[config.mk]
export PLATFORM = sky130hd
export DESIGN_NAME = cont_decode_flat
export DESIGN_NICKNAME = d
export VERILOG_FILES = /design/src/rtl/cont_decode_if.sv /design/src/rtl/cont_decode.sv /design/src/flat_wrapper.sv
export SDC_FILE = /design/constraint.sdc
export NUM_CORES = 1
export LEC_CHECK = 0
export BUFFER_PORTS_ARGS = -buffer_cell sky130_fd_sc_hd__buf_4
export CORE_MARGIN = 1
export CORE_UTILIZATION = 35
export CTS_BUF_LIST = sky130_fd_sc_hd__clkbuf_4
export DETAILED_ROUTE_END_ITERATION = 10
export PLACE_DENSITY = 0.64
export SLEW_MARGIN = 25
export SYNTH_ARGS = -nofsm -noshare
export SYNTH_HDL_FRONTEND = slang
export SYNTH_SLANG_ARGS = --single-unit
export TNS_END_PERCENT = 30
[constraint.sdc]
create_clock -name clk -period 10 [get_ports clk]
set_input_delay 1 -clock clk [delete_from_list [all_inputs] [get_ports clk]]
set_output_delay 1 -clock clk [all_outputs]
set_load 0.1 [all_outputs]
[src/rtl/cont_decode_if.sv]
// rtl/cont_decode_if.sv - sample bus and decode result signals of cont_decode
interface cont_decode_if #(parameter int WIDTH = 8);
    logic             smp;
    logic [WIDTH-1:0] count_in;
    logic             step_up;
    logic             step_dn;
    logic             wrap;
    logic             err;
    logic             dir_up;
    logic             moving;
    logic             locked;
    logic [7:0]       err_cnt;

    modport master (
        output smp, count_in,
        input  step_up, step_dn, wrap, err, dir_up, moving, locked, err_cnt
    );

    modport slave (
        input  smp, count_in,
        output step_up, step_dn, wrap, err, dir_up, moving, locked, err_cnt
    );
endinterface

[src/rtl/cont_decode.sv]
// rtl/cont_decode.sv - up/down counter stream decoder with lock tracking
// Optional macro CONT_DECODE_WRAP_EN: accept all-ones <-> zero steps as legal wraps.
module cont_decode #(
    parameter int WIDTH  = 8,
    parameter int LOCK_N = 4
) (
    input  logic         clk,
    input  logic         reset,
    cont_decode_if.slave bus
);
    typedef enum logic [1:0] {UNSYNC, ACQUIRE, LOCKED} state_t;
    typedef enum logic [1:0] {K_HOLD, K_UP, K_DOWN, K_ILLEGAL} kind_t;

    localparam logic [WIDTH-1:0] ONE  = WIDTH'(1);
    localparam logic [WIDTH-1:0] ALL1 = '1;
    localparam logic [WIDTH-1:0] ZERO = '0;

    state_t           state_q, state_nx;
    logic [WIDTH-1:0] prev_q, prev_nx;
    logic [3:0]       lock_q, lock_nx, lock_inc;
    logic             up_q, up_nx, dn_q, dn_nx, err_q, err_nx;
    logic             dir_q, dir_nx, mov_q, mov_nx;
    logic [7:0]       ecnt_q, ecnt_nx;
    logic             wrap_nx;

    logic [WIDTH-1:0] delta;
    logic             boundary;
    kind_t            kind;

    assign delta    = bus.count_in - prev_q;
    assign lock_inc = lock_q + 4'd1;
    // A +1 out of all-ones or a -1 out of zero crosses the counter's wrap point.
    assign boundary = ((delta == ONE)  && (prev_q == ALL1)) ||
                      ((delta == ALL1) && (prev_q == ZERO));

    always_comb begin
        kind = K_ILLEGAL;
        if (delta == ZERO)
            kind = K_HOLD;
        else if (delta == ONE)
            kind = K_UP;
        else if (delta == ALL1)
            kind = K_DOWN;
`ifndef CONT_DECODE_WRAP_EN
        if (boundary)
            kind = K_ILLEGAL;
`endif
    end

    always_comb begin
        state_nx = state_q;
        prev_nx  = prev_q;
        lock_nx  = lock_q;
        up_nx    = 1'b0;
        dn_nx    = 1'b0;
        wrap_nx  = 1'b0;
        err_nx   = 1'b0;
        dir_nx   = dir_q;
        mov_nx   = mov_q;
        ecnt_nx  = ecnt_q;
        if (bus.smp) begin
            prev_nx = bus.count_in;
            if (state_q == UNSYNC) begin
                lock_nx  = 4'd0;
                state_nx = ACQUIRE;
            end else if (kind == K_ILLEGAL) begin
                lock_nx = 4'd0;
                mov_nx  = 1'b0;
                if (state_q == LOCKED) begin
                    err_nx   = 1'b1;
                    state_nx = ACQUIRE;
                    if (ecnt_q != 8'hFF)
                        ecnt_nx = ecnt_q + 8'd1;
                end
            end else begin
                up_nx   = (kind == K_UP);
                dn_nx   = (kind == K_DOWN);
                wrap_nx = boundary;
                mov_nx  = (kind != K_HOLD);
                if (kind != K_HOLD)
                    dir_nx = (kind == K_UP);
                if (state_q == ACQUIRE) begin
                    lock_nx = lock_inc;
                    if (lock_inc == 4'(LOCK_N))
                        state_nx = LOCKED;
                end
            end
        end
    end

    always_ff @(posedge clk or negedge reset) begin
        if (!reset) begin
            state_q <= UNSYNC;
            prev_q  <= '0;
            lock_q  <= 4'd0;
            up_q    <= 1'b0;
            dn_q    <= 1'b0;
            err_q   <= 1'b0;
            dir_q   <= 1'b0;
            mov_q   <= 1'b0;
            ecnt_q  <= 8'd0;
        end else begin
            state_q <= state_nx;
            prev_q  <= prev_nx;
            lock_q  <= lock_nx;
            up_q    <= up_nx;
            dn_q    <= dn_nx;
            err_q   <= err_nx;
            dir_q   <= dir_nx;
            mov_q   <= mov_nx;
            ecnt_q  <= ecnt_nx;
        end
    end

`ifdef CONT_DECODE_WRAP_EN
    logic wrap_q;
    always_ff @(posedge clk or negedge reset) begin
        if (!reset)
            wrap_q <= 1'b0;
        else
            wrap_q <= wrap_nx;
    end
    assign bus.wrap = wrap_q;
`else
    // Boundary steps are decoded illegal here, so wrap_nx can never rise.
    logic unused_wrap;
    assign unused_wrap = wrap_nx;
    assign bus.wrap    = 1'b0;
`endif

    assign bus.step_up = up_q;
    assign bus.step_dn = dn_q;
    assign bus.err     = err_q;
    assign bus.dir_up  = dir_q;
    assign bus.moving  = mov_q;
    assign bus.locked  = (state_q == LOCKED);
    assign bus.err_cnt = ecnt_q;
endmodule

[src/flat_wrapper.sv]
// flat-port wrapper written by rule: the top's interface ports become plain ports
module cont_decode_flat 
#(
    parameter int WIDTH  = 8,
    parameter int LOCK_N = 4
)
  (clk, reset, bus_smp, bus_count_in, bus_step_up, bus_step_dn, bus_wrap, bus_err, bus_dir_up, bus_moving, bus_locked, bus_err_cnt);
  cont_decode_if #(.WIDTH(WIDTH)) bus_i ();
  input  logic clk;
  input  logic reset;
  input wire logic [$bits(bus_i.smp)-1:0] bus_smp;
  input wire logic [$bits(bus_i.count_in)-1:0] bus_count_in;
  output wire logic [$bits(bus_i.step_up)-1:0] bus_step_up;
  output wire logic [$bits(bus_i.step_dn)-1:0] bus_step_dn;
  output wire logic [$bits(bus_i.wrap)-1:0] bus_wrap;
  output wire logic [$bits(bus_i.err)-1:0] bus_err;
  output wire logic [$bits(bus_i.dir_up)-1:0] bus_dir_up;
  output wire logic [$bits(bus_i.moving)-1:0] bus_moving;
  output wire logic [$bits(bus_i.locked)-1:0] bus_locked;
  output wire logic [$bits(bus_i.err_cnt)-1:0] bus_err_cnt;
  assign bus_i.smp = bus_smp;
  assign bus_i.count_in = bus_count_in;
  assign bus_step_up = bus_i.step_up;
  assign bus_step_dn = bus_i.step_dn;
  assign bus_wrap = bus_i.wrap;
  assign bus_err = bus_i.err;
  assign bus_dir_up = bus_i.dir_up;
  assign bus_moving = bus_i.moving;
  assign bus_locked = bus_i.locked;
  assign bus_err_cnt = bus_i.err_cnt;
  cont_decode #(.WIDTH(WIDTH), .LOCK_N(LOCK_N)) u_core (.clk(clk), .reset(reset), .bus(bus_i));
endmodule
==> results.sh, run 1 <==
export IMPL_vias_per_cell=5.09
export IMPL_cts_made_buffers=3
export IMPL_finalMaxSlewViolations=0
export IMPL_yosysTopAreaCellShare=0.404
export IMPL_ys_flop_type="dfrtp_1"
export IMPL_vias=1263
export IMPL_synth_area_leaders="dfrtp_1, ha_1, xnor2_1"
export IMPL_area_growth_pct=14.8
export IMPL_yosysWarnings=0
export IMPL_max_slew_margin_rel=0.667
export IMPL_routed_wl_um=3180
export IMPL_synth_async_reset_ratio=1.00
export IMPL_numPortBuffers=24
export IMPL_grt_pass1_vias=1251
export IMPL_clock_sinks=27
export IMPL_clk_latency_ps=330
export IMPL_crit_start="bus_count_in[0]"
export IMPL_core_area_um2=4470
export IMPL_synth_enable_flop_cells=0
export IMPL_comb_power_share=0.238
export IMPL_cts_root_buffer="clkbuf_4"
export IMPL_regToRegSetupSlack_ps=6300
export IMPL_reg2reg_depth=13
export IMPL_layout_drive_gt1_share=0.214
export IMPL_cts_clk_slew_worst_paths_ps=160
export IMPL_cts_resized=0
export IMPL_synth_common_cells="dfrtp_1, inv_1, nand2_1"
export IMPL_routedWlPerCell_um=12.8
export IMPL_cts_setup_buffers=0
export IMPL_p_leak_nw=0.920
export IMPL_firstDrtPassIters=7
export IMPL_place_congestion=0.769
export IMPL_setup_violations=0
export IMPL_fp_row_count=24
export IMPL_track_usage=0.141
export IMPL_avgSynthCellArea_um2=9.62
export IMPL_antenna_found_initial=0
export IMPL_ys_seq_area_frac=0.404
export IMPL_hpwl_um=2500
export IMPL_netlist_area_um2=1670
export IMPL_min_period_ps=4080
export IMPL_r2r_start="u_core.prev_q[0]"
export IMPL_dieHeight_um=71.2
export IMPL_io_pins=26
export IMPL_synth_most_common_cell="dfrtp_1"
export IMPL_status="complete, but fails checks"
export IMPL_max_freq_mhz=245
export IMPL_die_w_um=71.2
export IMPL_power_mw=0.217
export IMPL_cp_arrival_ps=4320
export IMPL_overflow=0
export IMPL_start_util=0.374
export IMPL_rsz0062_at_grt="no"
export IMPL_period_share=0.408
export IMPL_p_seq_frac=0.536
export IMPL_fin_nets=224
export IMPL_intPower_mw=0.149
export IMPL_ant_nets=0
export IMPL_drv_cap=0
export IMPL_hold_class="flop to flop"
export IMPL_synth_top_area_cell="dfrtp_1"
export IMPL_finalHoldViolCount=0
export IMPL_drt_iter0_drc=93
export IMPL_worstPathRequired_ps=10240
export IMPL_dieArea_um2=5060
export IMPL_synth_nets=201
export IMPL_p_sw_mw=0.0683
export IMPL_grt_pass1_wl_um=5620
export IMPL_drc_errors=1
export IMPL_insertedDiodeCount=0
export IMPL_cts_max_level=1
export IMPL_clockBufferDepth=2
export IMPL_cp_endpoint="u_core.bus.err_cnt[1]"
export IMPL_start_kind="input pin"
export IMPL_cts_tree="built"
export IMPL_worstPathMaxFanout=9
export IMPL_end_kind="flop"
export IMPL_syn_instance_count=174
export IMPL_pwr_share_clk=0.226
export IMPL_ir_drop_uv=38.1
export IMPL_worstMarginPinSlew_ps=494
export IMPL_synth_distinct_cells=38
export IMPL_fin_util=0.430
export IMPL_violations="DRC"
export IMPL_finalClockSkew_ps=8.89
export IMPL_ctsHoldBuffers=0
export IMPL_synth_seq_cells=27
export IMPL_timing_rr_end="u_core.bus.err_cnt[1]"
export IMPL_power_density_nw_per_um2=113
export IMPL_totalNegativeSetupSlack_ps=0
export IMPL_swShare=0.315
export IMPL_crit_type="input pin to flop"
export IMPL_grt_max_degree=28
## logic make-up (layout without fill, tap and decap cells)
| logic type | count (synthesis) | count (layout) | share of synthesized area |
|---|---|---|---|
| AOI/OAI and AO/OA | 40 | 40 | 0.164 |
| xor gates and xnor gates | 13 | 13 | 0.0680 |
| adders and majority gates | 16 | 16 | 0.124 |
| buffers and inverters | 24 | 46 | 0.0568 |
| DFF | 27 | 27 | 0.404 |
| muxes | 6 | 6 | 0.0396 |
| other | 1 | 1 | 0.00224 |
| and+or+nand+nor | 47 | 47 | 0.141 |
## layout make-up
| class | count | area [µm²] |
|---|---|---|
| fill | 426 | 2550 |
| multi-input combinational | 123 | 903 |
| sequential | 27 | 676 |
| timing repair buffer | 24 | 180 |
| inverter | 18 | 67.6 |
| tap | 52 | 65.1 |
| clock buffer | 3 | 22.5 |
| clock inverter | 1 | 7.51 |
## layout by cell type (no fill, tap or decap), types with 4 or more instances in the layout
cell type and n:
dfrtp_1 27, buf_4 24, inv_1 18, nand2_1 16, ha_1 15, o21ai_0 11, nor2_1 9, a21oi_1 8
xnor2_1 8, nand3_1 6, xor2_1 5, mux2_2 5, o22ai_1 4
## metrics by stage
stage / area, µm² / hold WS, ps / std cells / setup slack (ps)
2_1_floorplan: 1670 / 542 / 174 / 5910
3_3_place_gp: 1890 / 485 / 244 / 5670
3_5_place_dp: 1890 / 487 / 244 / 5570
4_1_cts: 1920 / 512 / 248 / 5930
5_1_grt: 1920 / 551 / 248 / 5650
6_report: 1920 / 508 / 248 / 5920
## worst max-delay path: stages
cell	delay (ps)
buf_4	110
inv_1	60
ha_1	140
inv_1	50
fa_1	410
a211oi_2	240
o21bai_1	120
a21oi_2	150
xnor2_1	130
and4bb_2	280
a21oi_1	300
ha_1	390
nand3_1	220
a31oi_2	330
mux2_2	370
## power groups by stage
stage / combinational [mW] / sequential, mW / clock [mW]
finish: 0.0516 / 0.116 / 0.0490
global route: 0.0592 / 0.117 / 0.0552
CTS: 0.0524 / 0.116 / 0.0519
detailed placement: 0.0523 / 0.118 / 0
global placement: 0.0519 / 0.118 / 0
floorplan: 0.0363 / 0.120 / 0
## state kept, by name (all words and copies together), names as in the netlist
name / cells
u_core.bus.err_cnt: 8
u_core.prev_q: 8
u_core.lock_q: 4
u_core.state_q: 2
u_core.bus.dir_up: 1
u_core.bus.err: 1
u_core.bus.moving: 1
u_core.bus.step_dn: 1
u_core.bus.step_up: 1
## worst min path at each step
stage	start	endpoint	slack, ps	cells after the start
6_report	u_core.bus.err_cnt[7]	u_core.bus.err_cnt[7]	510	1
2_1_floorplan	u_core.lock_q[1]	u_core.lock_q[1]	540	2
5_1_grt	reset	u_core.lock_q[1]	550	1
4_1_cts	u_core.bus.err_cnt[7]	u_core.bus.err_cnt[7]	510	1
3_5_place_dp	u_core.bus.err_cnt[7]	u_core.bus.err_cnt[7]	490	1
3_3_place_gp	u_core.bus.err_cnt[5]	u_core.bus.err_cnt[5]	480	1
## metal layers
metal / global-route usage / vias to the layer above / routed length [µm]
met5: 0 / - / 0
met4: 0.0467 / 0 / 28
met3: 0.0171 / 2 / 42
met2: 0.234 / 13 / 1490
met1: 0.191 / 596 / 1620
li1: - / 652 / -
(Power assumes the default switching activity.)
==> run 2: changes to the inputs <==
PLACE_DENSITY = 0.66   (was 0.64)
clock period = 3.66 ns   (was 10 ns; I/O delays follow)
==> run 2 against run 1 <==
Register-to-register slack worse by 5900 ps. Sequential cell count did not move. Clock power grew to 2.6 times the previous value. Sequential power rose to 2.7 times the previous value. Routed wire length decreased by 3.2%. Clock-buffer cell count unchanged. Combinational power increased to 2.8 times the previous value. Sequential share of layout area down 0.61 points. Total power increased to 2.7 times the previous value. The flow still finishes with violations (DRC).
==> results.sh, run 2 (synthesis gave the netlist of run 1 again) <==
export IMPL_status="complete, but fails checks"
export IMPL_path_cells="ha_1 > inv_1 > fa_1 > a211oi_2 > o21bai_1 > a21oi_2 > xnor2_1 > and4bb_2 > a21oi_2 > ha_1 > nand3_1 > a31oi_4 > mux2_2"
export IMPL_drv_cap=0
export IMPL_r2r_start="u_core.prev_q[0]"
export IMPL_min_period_ps=3270
export IMPL_finalClockSkew_ps=2.53
export IMPL_regToRegSetupSlack_ps=390
export IMPL_dieHeight_um=71.2
export IMPL_layout_drive_gt1_share=0.227
export IMPL_fillers=445
export IMPL_clock_sinks=27
export IMPL_cts_tree="built"
export IMPL_routed_wl_um=3080
export IMPL_regArea_um2=676
export IMPL_max_slew_margin_rel=0.649
export IMPL_critPathMaxStageDelay_ps=440
export IMPL_track_usage=0.134
export IMPL_antenna_found_initial=0
export IMPL_totalNegativeSetupSlack_ps=0
export IMPL_cts_max_level=1
export IMPL_crit_start="u_core.prev_q[0]"
export IMPL_setup_violations=0
export IMPL_start_util=0.374
export IMPL_crit_type="flop to flop"
export IMPL_multi_input_area_um2=922
export IMPL_worstPathRequired_ps=3890
export IMPL_fp_row_count=24
export IMPL_vias=1269
export IMPL_reg2reg_depth=13
export IMPL_area_growth_pct=16.8
export IMPL_vias_per_cell=5.08
export IMPL_finalMaxSlewViolations=0
export IMPL_die_w_um=71.2
export IMPL_final_common_cell="dfrtp_1"
export IMPL_finalHoldViolCount=0
export IMPL_place_area_um2=1900
export IMPL_grt_pass1_wl_um=5400
export IMPL_hold_class="input pin to flop"
export IMPL_mostFrequentLayoutCells="dfrtp_1, buf_4, inv_1"
export IMPL_crit_slowest_cell="dfrtp_1"
export IMPL_period_share=0.893
export IMPL_grt_max_degree=28
export IMPL_cts_root_buffer="clkbuf_4"
export IMPL_place_congestion=0.780
export IMPL_cp_arrival_ps=3500
export IMPL_routedWlPerCell_um=12.3
export IMPL_hpwl_um=2370
export IMPL_stdcell_area_um2=1960
export IMPL_rsz0062_at_grt="no"
export IMPL_start_kind="flop"
export IMPL_drc_errors=1
export IMPL_max_freq_mhz=306
export IMPL_worstPathMaxFanout=5
export IMPL_violations="DRC"
export IMPL_drt_iter0_drc=75
export IMPL_fin_nets=226
export IMPL_p_leak_nw=0.934
export IMPL_clk_latency_ps=320
export IMPL_worstMarginPinSlew_ps=521
export IMPL_cts_made_buffers=3
export IMPL_ant_nets=0
export IMPL_cp_endpoint="u_core.bus.err_cnt[1]"
export IMPL_dieArea_um2=5060
export IMPL_insertedDiodeCount=0
export IMPL_timing_rr_end="u_core.bus.err_cnt[1]"
export IMPL_numPortBuffers=24
export IMPL_cts_setup_buffers=0
export IMPL_grt_pass1_vias=1171
export IMPL_end_kind="flop"
export IMPL_cts_clk_slew_worst_paths_ps=140
export IMPL_firstDrtPassIters=7
export IMPL_io_pins=26
export IMPL_clockBufferDepth=2
export IMPL_core_area_um2=4470
export IMPL_overflow=0
export IMPL_ir_drop_uv=147
export IMPL_power_density_nw_per_um2=301
## run 2: cell types whose count changed in the layout (fill, tap and decap cells not counted)
cell           delta
a31oi_2           -1
clkinvlp_4        -1
clkinv_2          +1
nor4_2            +1
dlygate4sd3_1     +1
buf_4             +1
a21oi_1           -1
a21oi_2           +1
a31oi_4           +1
nor4_1            -1
## run 2: critical path, delay by kind of cell, from the launching register on
family	cells	cell delay, ps
fa+ha+maj	3	760
mux	1	360
compound gates	5	970
simple gates	2	460
buf+inv	1	50
flops	1	440
xor+xnor	1	130
## run 2: final cells by class
cell class | instances | share of cell area
clock buffer | 3 | 0.0115
timing repair buffer | 26 | 0.101
inverter | 18 | 0.0345
tap | 52 | 0.0333
sequential | 27 | 0.345
clock inverter | 1 | 0.00256
multi-input combinational | 123 | 0.472
## run 2: worst min-delay path by stage
stage | startpoint | to | slack (ps) | depth (start not counted)
floorplan | reset | u_core.bus.dir_up | 70 | 0
global placement | reset | u_core.lock_q[2] | 300 | 1
detailed placement | reset | u_core.lock_q[0] | 310 | 1
CTS | bus_count_in[4] | u_core.prev_q[4] | 240 | 3
global route | bus_count_in[5] | u_core.prev_q[5] | 240 | 3
finish | bus_count_in[4] | u_core.prev_q[4] | 250 | 3
## run 2: repair_timing
item / 4_1_cts / 5_1_grt
setup endpoints to repair: 0 / 6
resized for setup: 0 / 3
hold buffers: 1 / 0
hold endpoints to repair: 27 / 0
## run 2: power breakdown
part	total, mW	internal (mW)	switching, mW
registers	0.317	0.308	0.00905
logic	0.144	0.0575	0.0862
clock network	0.127	0.0410	0.0859
## run 2: metrics by stage
step	util	power, mW	setup WS (ps)	hold WS [ps]	instances
after CTS	0.433	0.599	262	245	250
after global routing	0.437	0.633	85.5	239	250
final	0.437	0.588	390	249	250
after detailed placement	0.424	0.466	169	306	245
after global placement	0.424	0.465	219	301	245
after floorplan	-	0.428	200	70.4	174
## run 2: per-layer routing
| metal | global-route usage | up-vias | part of all wire |
|---|---|---|---|
| met5 | 0 | - | 0 |
| met4 | 0.0267 | 0 | 0.0078 |
| met3 | 0.0271 | 2 | 0.025 |
| met2 | 0.204 | 13 | 0.44 |
| met1 | 0.197 | 602 | 0.53 |
| li1 | - | 652 | - |
==> run 3: changes to the inputs <==
==> constraint.sdc (replaced) <==
create_clock -name clk -period 3.66 [get_ports clk]
set_input_delay 0.732 -clock clk [delete_from_list [all_inputs] [get_ports clk]]
set_output_delay 0.732 -clock clk [all_outputs]
set_load 0.1 [all_outputs]
==> run 3 against run 2 <==
The flow still finishes with violations (DRC). Combinational power hardly changed. Die area is the same. Routed wire length rose by 7.0%. Total power is 0.76% higher. Largest power group unchanged.
==> results.sh, run 3 (synthesis gave the netlist of run 1 again) <==
export IMPL_status="complete, but fails checks"
export IMPL_violations="DRC"
export IMPL_cts_root_buffer="clkbuf_4"
export IMPL_start_util=0.374
export IMPL_cts_setup_buffers=0
export IMPL_vias=1282
export IMPL_setup_violations=0
export IMPL_cts_tree="built"
export IMPL_p_leak_nw=0.963
export IMPL_routed_top_layer="met4"
export IMPL_worstPathRequired_ps=3880
export IMPL_stdcell_count=256
export IMPL_cts_made_buffers=3
export IMPL_met2_length_um=1540
export IMPL_end_kind="flop"
export IMPL_drv_cap=0
export IMPL_clock_sinks=27
export IMPL_insertedDiodeCount=0
export IMPL_grt_pass1_wl_um=5860
export IMPL_mostFrequentLayoutCells="buf_4, dfrtp_1, inv_1"
export IMPL_p_seq_frac=0.536
export IMPL_ctsHoldBuffers=0
export IMPL_dp_cells=252
export IMPL_cp_arrival_ps=3570
export IMPL_worstPathMaxFanout=5
export IMPL_drt_iter0_drc=103
export IMPL_fin_util=0.445
export IMPL_core_area_um2=4470
export IMPL_finalMaxSlewViolations=0
export IMPL_overflow=0
export IMPL_p_sw_mw=0.184
export IMPL_place_congestion=0.741
export IMPL_area_growth_pct=19.0
export IMPL_pwr_share_clk=0.216
export IMPL_comb_power_share=0.248
export IMPL_io_pins=26
export IMPL_die_w_um=71.2
export IMPL_finalClockSkew_ps=7.47
export IMPL_track_usage=0.144
export IMPL_dieArea_um2=5060
export IMPL_cts_max_level=1
export IMPL_regArea_um2=676
export IMPL_routedWlPerCell_um=12.9
export IMPL_swShare=0.311
export IMPL_numPortBuffers=24
export IMPL_vias_per_cell=5.01
export IMPL_grt_max_degree=28
export IMPL_worstMarginPinSlew_ps=517
export IMPL_clockBufferDepth=2
export IMPL_ir_drop_uv=181
export IMPL_routed_wl_um=3290
export IMPL_max_freq_mhz=298
export IMPL_layout_drive_gt1_share=0.250
export IMPL_wl_met3_um=75
export IMPL_finalHoldViolCount=0
export IMPL_max_slew_margin_rel=0.652
export IMPL_multi_input_area_um2=916
export IMPL_dieHeight_um=71.2
export IMPL_antenna_found_initial=0
export IMPL_crit_type="input pin to flop"
export IMPL_hold_class="input pin to async pin"
export IMPL_power_density_nw_per_um2=297
export IMPL_clk_latency_ps=320
export IMPL_ant_nets=0
export IMPL_drc_errors=1
export IMPL_firstDrtPassIters=7
export IMPL_fin_nets=232
export IMPL_period_share=0.916
export IMPL_start_kind="input pin"
export IMPL_rsz0062_at_grt="no"
export IMPL_min_period_ps=3350
export IMPL_drt_met1_wl_um=1660
export IMPL_grt_pass1_vias=1241
export IMPL_cts_resized=0
export IMPL_hpwl_um=2500
export IMPL_fp_row_count=24
export IMPL_cts_clk_slew_worst_paths_ps=150
export IMPL_fillers=425
export IMPL_intPower_mw=0.408
export IMPL_final_common_cell="buf_4"
[run 3: cell types whose count changed in the layout (fill, tap and decap cells not counted), sizes merged]
cell,delta
dlygate4sd3,-1
buf,+7
[run 3: worst paths after layout]
path / startpoint / end / slack, ps / depth (start not counted)
setup / recovery: bus_count_in[0] / u_core.bus.err_cnt[1] / 310 / 15
max in group asynchronous: reset / u_core.bus.err_cnt[6] / 3110 / 1
min in group clk: u_core.bus.err_cnt[7] / u_core.bus.err_cnt[7] / 510 / 1
hold reg to reg: u_core.bus.err_cnt[7] / u_core.bus.err_cnt[7] / 510 / 1
hold / removal: reset / u_core.lock_q[2] / 290 / 1
setup reg to reg: u_core.prev_q[0] / u_core.bus.err_cnt[1] / 420 / 13
[run 3: power by group through the flow]
stage / logic (mW) / clock network (mW) / registers, mW
finish: 0.147 / 0.128 / 0.318
global placement: 0.146 / 0 / 0.323
floorplan: 0.100 / 0 / 0.329
CTS: 0.148 / 0.137 / 0.318
detailed placement: 0.148 / 0 / 0.323
global route: 0.167 / 0.150 / 0.320
[run 3: layout make-up]
class / instances / share of cell area
clock inverter: 1 / 0.00251
tap: 52 / 0.0327
inverter: 18 / 0.0339
multi-input combinational: 123 / 0.460
sequential: 27 / 0.339
clock buffer: 3 / 0.0113
timing repair buffer: 32 / 0.121
[run 3: metal layers]
metal	up-vias	global-route usage
met5	-	0
met4	0	0.0289
met3	2	0.0271
met2	18	0.230
met1	594	0.204
li1	668	-
[run 3: metrics by stage]
step                      hold WS (ps)  setup slack (ps)  instance area (µm²)  TNS (ps)  power [mW]
after floorplan                    436              28.2                 1690         0       0.429
after global placement             485              24.4                 1960         0       0.469
after detailed placement           493             -42.7                 1960     -73.9       0.471
after CTS                          303               319                 1990         0       0.604
after global routing               294              33.3                 1990         0       0.637
final                              290               309                 1990         0       0.592
[run 3: critical path, stage by stage]
cell,delay [ps]
buf_4,110
inv_1,60
ha_1,140
inv_1,40
fa_1,410
a211oi_2,240
o21bai_1,120
a21oi_2,150
xnor2_1,130
and4bb_2,290
a21oi_2,170
ha_1,190
nand3_1,170
a31oi_4,250
mux2_2,350
